## config.mk

```make
export PLATFORM = sky130hd
export DESIGN_NAME = i2c_rx_deserializer
export DESIGN_NICKNAME = d
export VERILOG_FILES = /design/src/rtl/i2c_rx_deserializer.sv
export SDC_FILE = /design/constraint.sdc
export NUM_CORES = 1
export LEC_CHECK = 0
export CAP_MARGIN = 10
export CORE_ASPECT_RATIO = 1.5
export CORE_UTILIZATION = 59
export DETAILED_ROUTE_END_ITERATION = 6
export PLACE_DENSITY = 0.84
export RECOVER_POWER = 100
export SYNTH_ARGS = -nofsm -noshare
export SYNTH_HDL_FRONTEND = slang
export SYNTH_SLANG_ARGS = --single-unit
```

## constraint.sdc

```tcl
create_clock -name clk -period 3.5 [get_ports clk]
set_input_delay 1.05 -clock clk [delete_from_list [all_inputs] [get_ports clk]]
set_output_delay 1.05 -clock clk [all_outputs]
set_load 0.01 [all_outputs]
```

## src/rtl/i2c_rx_deserializer.sv

```systemverilog
// rtl/i2c_rx_deserializer.sv - I2C receive deserializer: SDA sync, bit framing, word FIFO
// Optional 3-sample SDA majority filter enabled by RX_GLITCH_FILTER_EN.
module i2c_rx_deserializer #(
  parameter int DATA_W      = 8,
  parameter int SYNC_STAGES = 2,
  parameter int MSB_FIRST   = 1,
  parameter int FIFO_DEPTH  = 4
) (
  input  logic                          clk,
  input  logic                          n_rst,
  input  logic                          sda_in,
  input  logic                          scl_rise,
  input  logic                          rx_enable,
  input  logic                          frame_clear,
  input  logic                          ovr_clear,
  output logic [DATA_W-1:0]             rx_data,
  output logic [$clog2(DATA_W)-1:0]     bit_count,
  output logic                          byte_valid,
  output logic [DATA_W-1:0]             byte_data,
  input  logic                          byte_ready,
  output logic [$clog2(FIFO_DEPTH):0]   fifo_level,
  output logic                          overrun
);
  localparam int CW = $clog2(DATA_W);
  localparam int PW = $clog2(FIFO_DEPTH);
  localparam int LW = PW + 1;

  logic [SYNC_STAGES-1:0] sync_q, sync_d;
  logic                   sda_s, sda_bit;

  always_comb begin
    sync_d = {sync_q[SYNC_STAGES-2:0], sda_in};
  end

  always_ff @(posedge clk or negedge n_rst) begin
    if (!n_rst) sync_q <= '1;
    else        sync_q <= sync_d;
  end

  assign sda_s = sync_q[SYNC_STAGES-1];

`ifdef RX_GLITCH_FILTER_EN
  logic [1:0] hist_q, hist_d;
  logic       filt_q, filt_d;

  // Majority of current and two previous samples; a lone 1-clk pulse never wins.
  always_comb begin
    hist_d = {hist_q[0], sda_s};
    filt_d = (sda_s & hist_q[0]) | (sda_s & hist_q[1]) | (hist_q[0] & hist_q[1]);
  end

  always_ff @(posedge clk or negedge n_rst) begin
    if (!n_rst) begin
      hist_q <= '1;
      filt_q <= 1'b1;
    end else begin
      hist_q <= hist_d;
      filt_q <= filt_d;
    end
  end

  assign sda_bit = filt_q;
`else
  assign sda_bit = sda_s;
`endif

  logic [DATA_W-1:0] rx_data_q, rx_data_d;
  logic [CW-1:0]     bit_cnt_q, bit_cnt_d;
  logic              shift_en, word_done;

  assign shift_en  = scl_rise & rx_enable & ~frame_clear;
  assign word_done = shift_en & (bit_cnt_q == CW'(DATA_W - 1));

  always_comb begin
    rx_data_d = rx_data_q;
    bit_cnt_d = bit_cnt_q;
    if (frame_clear) begin
      bit_cnt_d = '0;
    end else if (shift_en) begin
      if (MSB_FIRST != 0) rx_data_d = {rx_data_q[DATA_W-2:0], sda_bit};
      else                rx_data_d = {sda_bit, rx_data_q[DATA_W-1:1]};
      bit_cnt_d = word_done ? '0 : bit_cnt_q + 1'b1;
    end
  end

  logic [DATA_W-1:0] mem_q [FIFO_DEPTH];
  logic [DATA_W-1:0] mem_d [FIFO_DEPTH];
  logic [PW-1:0]     wr_ptr_q, wr_ptr_d, rd_ptr_q, rd_ptr_d;
  logic [LW-1:0]     level_q, level_d;
  logic              ovr_q, ovr_d;
  logic              pop, full, drop, wr;

  assign pop  = byte_valid & byte_ready;
  assign full = (level_q == LW'(FIFO_DEPTH));
  // A pop in the same cycle frees the slot, so only an unpopped full FIFO drops.
  assign drop = word_done & full & ~pop;
  assign wr   = word_done & ~drop;

  always_comb begin
    mem_d    = mem_q;
    wr_ptr_d = wr_ptr_q;
    rd_ptr_d = rd_ptr_q;
    level_d  = level_q;
    if (wr) begin
      mem_d[wr_ptr_q] = rx_data_d;
      wr_ptr_d        = wr_ptr_q + 1'b1;
    end
    if (pop) rd_ptr_d = rd_ptr_q + 1'b1;
    case ({wr, pop})
      2'b10:   level_d = level_q + 1'b1;
      2'b01:   level_d = level_q - 1'b1;
      default: level_d = level_q;
    endcase
    ovr_d = drop ? 1'b1 : (ovr_clear ? 1'b0 : ovr_q);
  end

  always_ff @(posedge clk or negedge n_rst) begin
    if (!n_rst) begin
      rx_data_q <= '1;
      bit_cnt_q <= '0;
      wr_ptr_q  <= '0;
      rd_ptr_q  <= '0;
      level_q   <= '0;
      ovr_q     <= 1'b0;
      for (int i = 0; i < FIFO_DEPTH; i++) mem_q[i] <= '0;
    end else begin
      rx_data_q <= rx_data_d;
      bit_cnt_q <= bit_cnt_d;
      wr_ptr_q  <= wr_ptr_d;
      rd_ptr_q  <= rd_ptr_d;
      level_q   <= level_d;
      ovr_q     <= ovr_d;
      mem_q     <= mem_d;
    end
  end

  assign rx_data    = rx_data_q;
  assign bit_count  = bit_cnt_q;
  assign byte_valid = (level_q != '0);
  assign byte_data  = byte_valid ? mem_q[rd_ptr_q] : '0;
  assign fifo_level = level_q;
  assign overrun    = ovr_q;
endmodule

```

==> reports/qor.yml, run 1 <==
outcome: "finished clean"
clk_path_buf_depth: 2
syn-cell-area_um2: 2490
hold_class: "reg -> reg"
async_flop_share_pct: 100
antenna_found_initial: 0
crit_path_start_kind: "flip-flop"
fin_area_um2: 2840
dp_slack_ns: 0.108
p_total_mw: 1.55
synthTopCellsByArea: "dfrtp_1 (43%), mux2_2 (14%), dfstp_2 (11%)"
place_inst: 236
routabilityCongestion: 0.711
cp-startpoint: "rd_ptr_q[0]$_DFFE_PN0P_"
period_share_pct: 94.0
p_per_area_nw_per_um2: 545
synth-seq-area-share_pct: 53.8
holdWs_ns: 0.359
yosysWarnings: 0
cts_resized: 0
crit_fanout: 8
synth_top_area_share_pct: 43.3
max_freq_ghz: 0.304
wire_per_inst_um: 18.7
hold_buffers: 0
grt_pass1_wl_um: 7360
cts_setup_buffers: 0
start_util_pct: 62.3
reg2reg_from: "bit_count[0]$_DFFE_PN0P_"
maxCapViolations: 0
slew-limit-headroom_pct: 10.1
grt_pass1_vias: 1485
dr.pass1.iters: 4
vias: 1417
fp.dieW_um: 55.0
final_util_pct: 71.0
drtIter0Drc: 31
grt_max_degree: 29
synthDistinctLibCells: 31
drc: 0
routed_wl_um: 4550
fin_crit_ns: 3.29
clock_latency_ns: 0.31
portBuffers: 31
ys_ff_latch: 53
antenna-diode-count: 0
criticalPathCategory: "reg -> out"
row_count: 28
worstMarginPinSlew_ns: 1.35
ctsHtreeMaxLevel: 2
die_area_um2: 4490
skew_ns: 0.00976
syn-mean-instance-area_um2: 15.4
synth_nets: 177
nets: 214
worstPathRequired_ns: 2.45
critical_path.endpoint_type: "output pin"
synthTopCellsByCount: "dfrtp_1 (43), mux2_2 (31), dfstp_2 (10)"
dp_hpwl_um: 3280
io-pin-count: 32
drive_above_1_share_pct: 27.1
cp_data_arrival_time_ns: 2.24
slew_violations: 0
syn2layout_area_growth_pct: 14.0
synth_edf_count: 0
cts_root_buf: "clkbuf_8"
antenna_left: 0
yosysMostFrequentCell: "dfrtp_1"
clk_pin_slew_worst_paths_ns: 0.10
instances_no_fill: 244
placed_area_um2: 2840
core-area_um2: 3990
vias_per_cell: 5.81
yosys.area.top_type: "dfrtp_1"
finalHoldViolCount: 0
worst_slack_ns: 0.211
ys.flop_type: "dfrtp_1"
cts_tree: "yes"
cts_sinks: 53
syn_inst: 161
die_y_um: 81.5
grt_overflow: 0
grt.total_usage_pct: 23.9
min_from: "sync_q[0]$_DFF_PN1_"
cts_buffers: 5
rsz0062_at_grt: "no"
fin_setup_tns_ns: 0
finalSetupViolCount: 0
vdd_drop_max_uv: 552
p_leak_nw: 1.38
critical path: stages, from the launching register on:
cell and delay (ns):
dfrtp_1 0.40, buf_4 0.24, mux4_2 0.52, and2_1 0.17, dlygate4sd3_1 0.60
sequential cells by signal, indices dropped and copies added, names as in the netlist:
| name | cells |
|---|---|
| bit_count | 3 |
| fifo_level | 3 |
| mem_q | 32 |
| overrun | 1 |
| rd_ptr_q | 2 |
| rx_data | 8 |
| sync_q | 2 |
| wr_ptr_q | 2 |
path summary, 6_finish.rpt:
kind | to | slack (ns) | depth (start not counted)
max | byte_data[2] | 0.21 | 4
max reg2reg | fifo_level[2]$_DFFE_PN0P_ | 1.09 | 11
min reg2reg | sync_q[1]$_DFF_PN1_ | 0.36 | 0
min in group asynchronous | mem_q[12]$_DFFE_PN0P_ | 1.02 | 1
min | sync_q[1]$_DFF_PN1_ | 0.36 | 0
max in group asynchronous | mem_q[24]$_DFFE_PN0P_ | 1.16 | 2
routing by layer:
metal  track usage [%]  share of wire, %  up-vias
li1                  -                 -      644
met3              5.00               3.4        8
met1              30.2                41      728
met2              40.5                54       37
met4              6.75               1.5        0
met5                 0                 0        -
layout by cell type, fill, tap and decap left out:
| master | n |
|---|---|
| dfrtp_1 | 43 |
| dlygate4sd3_1 | 26 |
| mux2_2 | 24 |
| mux2_1 | 15 |
| dfstp_2 | 10 |
| mux4_2 | 8 |
| and2_1 | 8 |
| inv_1 | 7 |
| nand3_1 | 7 |
| ha_1 | 7 |
| clkbuf_8 | 5 |
| xor2_1 | 4 |
| clkbuf_1 | 4 |
| clkdlybuf4s50_1 | 4 |
| xnor2_1 | 3 |
| nand2_1 | 3 |
| and2_0 | 2 |
| a21oi_1 | 2 |
| nor2_1 | 2 |
| buf_4 | 2 |
| or3_2 | 1 |
| nand3b_1 | 1 |
| or4b_4 | 1 |
| and4b_1 | 1 |
| mux2i_1 | 1 |
| nand4b_1 | 1 |
| o21ai_1 | 1 |
| nand2b_1 | 1 |
| o21ai_0 | 1 |
| mux2_4 | 1 |
| fa_1 | 1 |
| clkinvlp_4 | 1 |
| clkbuf_2 | 1 |
cell families after synthesis:
family / count (synthesis) / share of synthesized area, %
adder cells (fa/ha/maj): 8 / 4.33
AND/OR/NAND/NOR: 28 / 9.05
multiplexers: 49 / 27.0
buffers and inverters: 12 / 2.57
XOR/XNOR: 7 / 2.46
flip-flops: 53 / 53.8
AO/OA/AOI/OAI: 4 / 0.804
report_power, final:
group	total [mW]	switching (mW)	internal, mW
logic	0.418	0.212	0.206
clock network	0.338	0.196	0.142
registers	0.790	0.0780	0.712
area by class of cell:
| type | count | area [um^2] |
|---|---|---|
| clock buffer | 7 | 76.3 |
| clock inverter | 1 | 7.51 |
| fill | 312 | 1160 |
| inverter | 7 | 26.3 |
| multi-input combinational | 96 | 1000 |
| sequential | 53 | 1340 |
| tap | 45 | 56.3 |
| timing repair buffer | 35 | 328 |
No activity file was read; power rests on OpenSTA's default activity.
==> run 2: changes to the inputs <==
- ABC_AREA: not set -> 1
- RECOVER_POWER: 100 -> 25
==> run 2 against run 1 <==
Effect of this change:
- setup slack got worse by 0.039 ns
- final cell count increased by 59%
- count of clock-buffer cells in the layout unchanged
- non-clock buffer count did not move
- critical path depth up 1
- worst hold slack lost 0.011 ns
- synthesized area up 4.9%
- clock power rose by 13%
- total power increased by 23%
- fmax is 1.2% lower
- clock skew rose by 0.0012 ns
- critical path type unchanged
==> reports/qor.yml, run 2 <==
drive_above_1_share_pct: 8.80  # -18 points
cts_sinks: 53  # unchanged
antenna_left: 0  # unchanged
grt_pass1_vias: 2291  # +54%
crit_path_start_kind: "flip-flop"
critical_path.endpoint_type: "output pin"
async_flop_share_pct: 100  # unchanged
clock_latency_ns: 0.31  # about the same
max_freq_ghz: 0.300  # -1.2%
hold_buffers: 0  # unchanged
p_per_area_nw_per_um2: 635  # +16%
syn2layout_area_growth_pct: 14.4
finalSetupViolCount: 0  # unchanged
core-area_um2: 4250  # +6.3%
synth-seq-area-share_pct: 51.3  # -2.5 points
cp_data_arrival_time_ns: 2.28  # +0.04 ns
largest_register_ffs: 32  # unchanged
cts_setup_buffers: 0  # unchanged
row_count: 29  # +3.6%
ys.flop_type: "dfrtp_1"
dr.pass1.iters: 5  # +1
synthTopCellsByArea: "dfrtp_1 (41%), nand2_1 (14%), dfstp_2 (10%)"
fill_cells: 345  # +11%
antenna_found_initial: 0  # unchanged
worstMarginPinSlew_ns: 1.29  # -0.0594 ns
final_util_pct: 70.3  # -0.70 points
fin_crit_ns: 3.33  # +0.0394 ns
cts_buffers: 5  # unchanged
io-pin-count: 32  # unchanged
cts_tree: "yes"
vdd_drop_max_uv: 443  # -20%
yosys.area.top_type: "dfrtp_1"
outcome: "finished clean"
regMostFlops: "mem_q"
clk_path_buf_depth: 2  # unchanged
vias: 2274  # +60%
grt_pass1_wl_um: 10600  # +44%
slew-limit-headroom_pct: 14.1  # +4.0 points
start_util_pct: 61.5  # -0.80 points
rsz0062_at_grt: "no"
synth_edf_count: 0  # unchanged
finalHoldViolCount: 0  # unchanged
routabilityCongestion: 0.822  # +16%
mostFrequentLayoutCells: "nand2_1 (98), dfrtp_1 (43), nand3_1 (40)"
synth_nets: 329  # +86%
grt_max_degree: 54  # +86%
crit_fanout: 10  # +2
die_area_um2: 4700  # +4.8%
fp.dieW_um: 56.3  # +2.3%
maxCapViolations: 0  # unchanged
cts_root_buf: "clkbuf_8"
antenna-diode-count: 0  # unchanged
ys_ff_latch: 53  # unchanged
yosysWarnings: 0  # unchanged
portBuffers: 31  # unchanged
hold_class: "reg -> reg"
syn-cell-area_um2: 2610  # +4.9%
routed_wl_um: 6230  # +37%
vias_per_cell: 5.88  # +1.2%
synthDistinctLibCells: 24  # -23%
multi_input_area_um2: 1090  # +9.1%
period_share_pct: 95.1  # +1.1 points
dp_hpwl_um: 4100  # +25%
drc: 0  # unchanged
final_common_cell: "nand2_1"
skew_ns: 0.0110  # +0.00121 ns
wire_per_inst_um: 16.1  # -14%
slew_violations: 0  # unchanged
grt.total_usage_pct: 29.3  # +5.3 points
nets: 356  # +66%
p_leak_nw: 1.51  # +8.9%
worstPathRequired_ns: 2.45  # about the same
fin_setup_tns_ns: 0  # unchanged
syn-mean-instance-area_um2: 8.34  # -46%
ctsHtreeMaxLevel: 2  # unchanged
yosysMostFrequentCell: "nand2_1"
die_y_um: 83.5  # +2.4%
clk_pin_slew_worst_paths_ns: 0.10  # about the same
cts_resized: 0  # unchanged
seq_area_um2: 1340  # unchanged
drtIter0Drc: 146  # +370%
grt_overflow: 0  # unchanged
synth_top_area_share_pct: 41.2  # -2.0 points
syn_inst: 313  # +94%
synthTopCellsByCount: "nand2_1 (98), dfrtp_1 (43), nand3_1 (40)"
criticalPathCategory: "reg -> out"
run 2: cell types whose count changed in the layout (fill, tap and decap cells not counted), moves of 8 or more:
| cell | previous run | this run |
|---|---|---|
| nand4_1 | 0 | 8 |
| clkdlybuf4s50_1 | 4 | 29 |
| and2_1 | 8 | 0 |
| nor2_1 | 2 | 39 |
| nand3_1 | 7 | 40 |
| mux2_1 | 15 | 0 |
| nand2_1 | 3 | 98 |
| dlygate4sd3_1 | 26 | 1 |
| mux2_2 | 24 | 0 |
| mux4_2 | 8 | 0 |
| o21ai_0 | 1 | 12 |
run 2: cells by family after synthesis:
kind of cell / after synthesis / share of synthesized area, %
compound gates: 30 / 5.80
xor+xnor: 2 / 0.671
fa+ha+maj: 8 / 4.12
buf+inv: 31 / 6.76
flops: 53 / 51.3
simple gates: 189 / 31.4
run 2: per-stage QoR:
stage          total power [mW]  cells  setup slack [ns]  instance area, um^2  hold slack [ns]
5_1_grt                    2.00    387            0.0499                 2990            0.363
3_3_place_gp               1.50    379             0.482                 2890            0.347
2_1_floorplan              1.18    313              1.03                 2610            0.345
6_report                   1.89    387             0.171                 2990            0.348
4_1_cts                    1.90    387             0.189                 2990            0.360
3_5_place_dp               1.52    379             0.361                 2890            0.350
run 2: worst paths after layout:
check / endpoint / slack (ns) / depth (start not counted) / start
max: byte_data[7] / 0.17 / 5 / rd_ptr_q[1]$_DFFE_PN0P_
min: sync_q[1]$_DFF_PN1_ / 0.35 / 0 / sync_q[0]$_DFF_PN1_
max reg2reg: fifo_level[2]$_DFFE_PN0P_ / 1.31 / 12 / bit_count[0]$_DFFE_PN0P_
min reg2reg: sync_q[1]$_DFF_PN1_ / 0.35 / 0 / sync_q[0]$_DFF_PN1_
max in group asynchronous: mem_q[21]$_DFFE_PN0P_ / 1.62 / 2 / n_rst
min in group asynchronous: bit_count[0]$_DFFE_PN0P_ / 1.08 / 2 / n_rst
run 2: power by group:
| group | internal, mW | switching [mW] |
|---|---|---|
| clock | 0.179 | 0.204 |
| combinational | 0.335 | 0.393 |
| sequential | 0.685 | 0.0984 |
run 2: worst max-delay path: stages (launching register included):
cell and delay [ns]:
dfrtp_1 0.57, clkinv_1 0.39, nor2_1 0.22, o21ai_1 0.09
a21oi_1 0.15, clkdlybuf4s50_1 0.55
run 2: layer usage:
metal | vias to the layer above | track usage [%] | wire length (um)
li1 | 1058 | - | -
met1 | 1074 | 38.9 | 2440
met2 | 120 | 46.0 | 3160
met3 | 22 | 4.03 | 424
met4 | 0 | 16.2 | 205
met5 | - | 0 | 0
run 2: area by class of cell:
type,instances,area share [%]
clock inverter,1,0.168
sequential,53,44.8
inverter,16,2.01
multi-input combinational,229,36.7
clock buffer,7,3.23
tap,46,1.93
timing repair buffer,35,11.1
==> run 3: changes to the inputs <==
- SKIP_CTS_REPAIR_TIMING: not set -> 1
==> results of run 3 <==
Same layout as run 2: the final DEF is identical, and so are final timing and power.
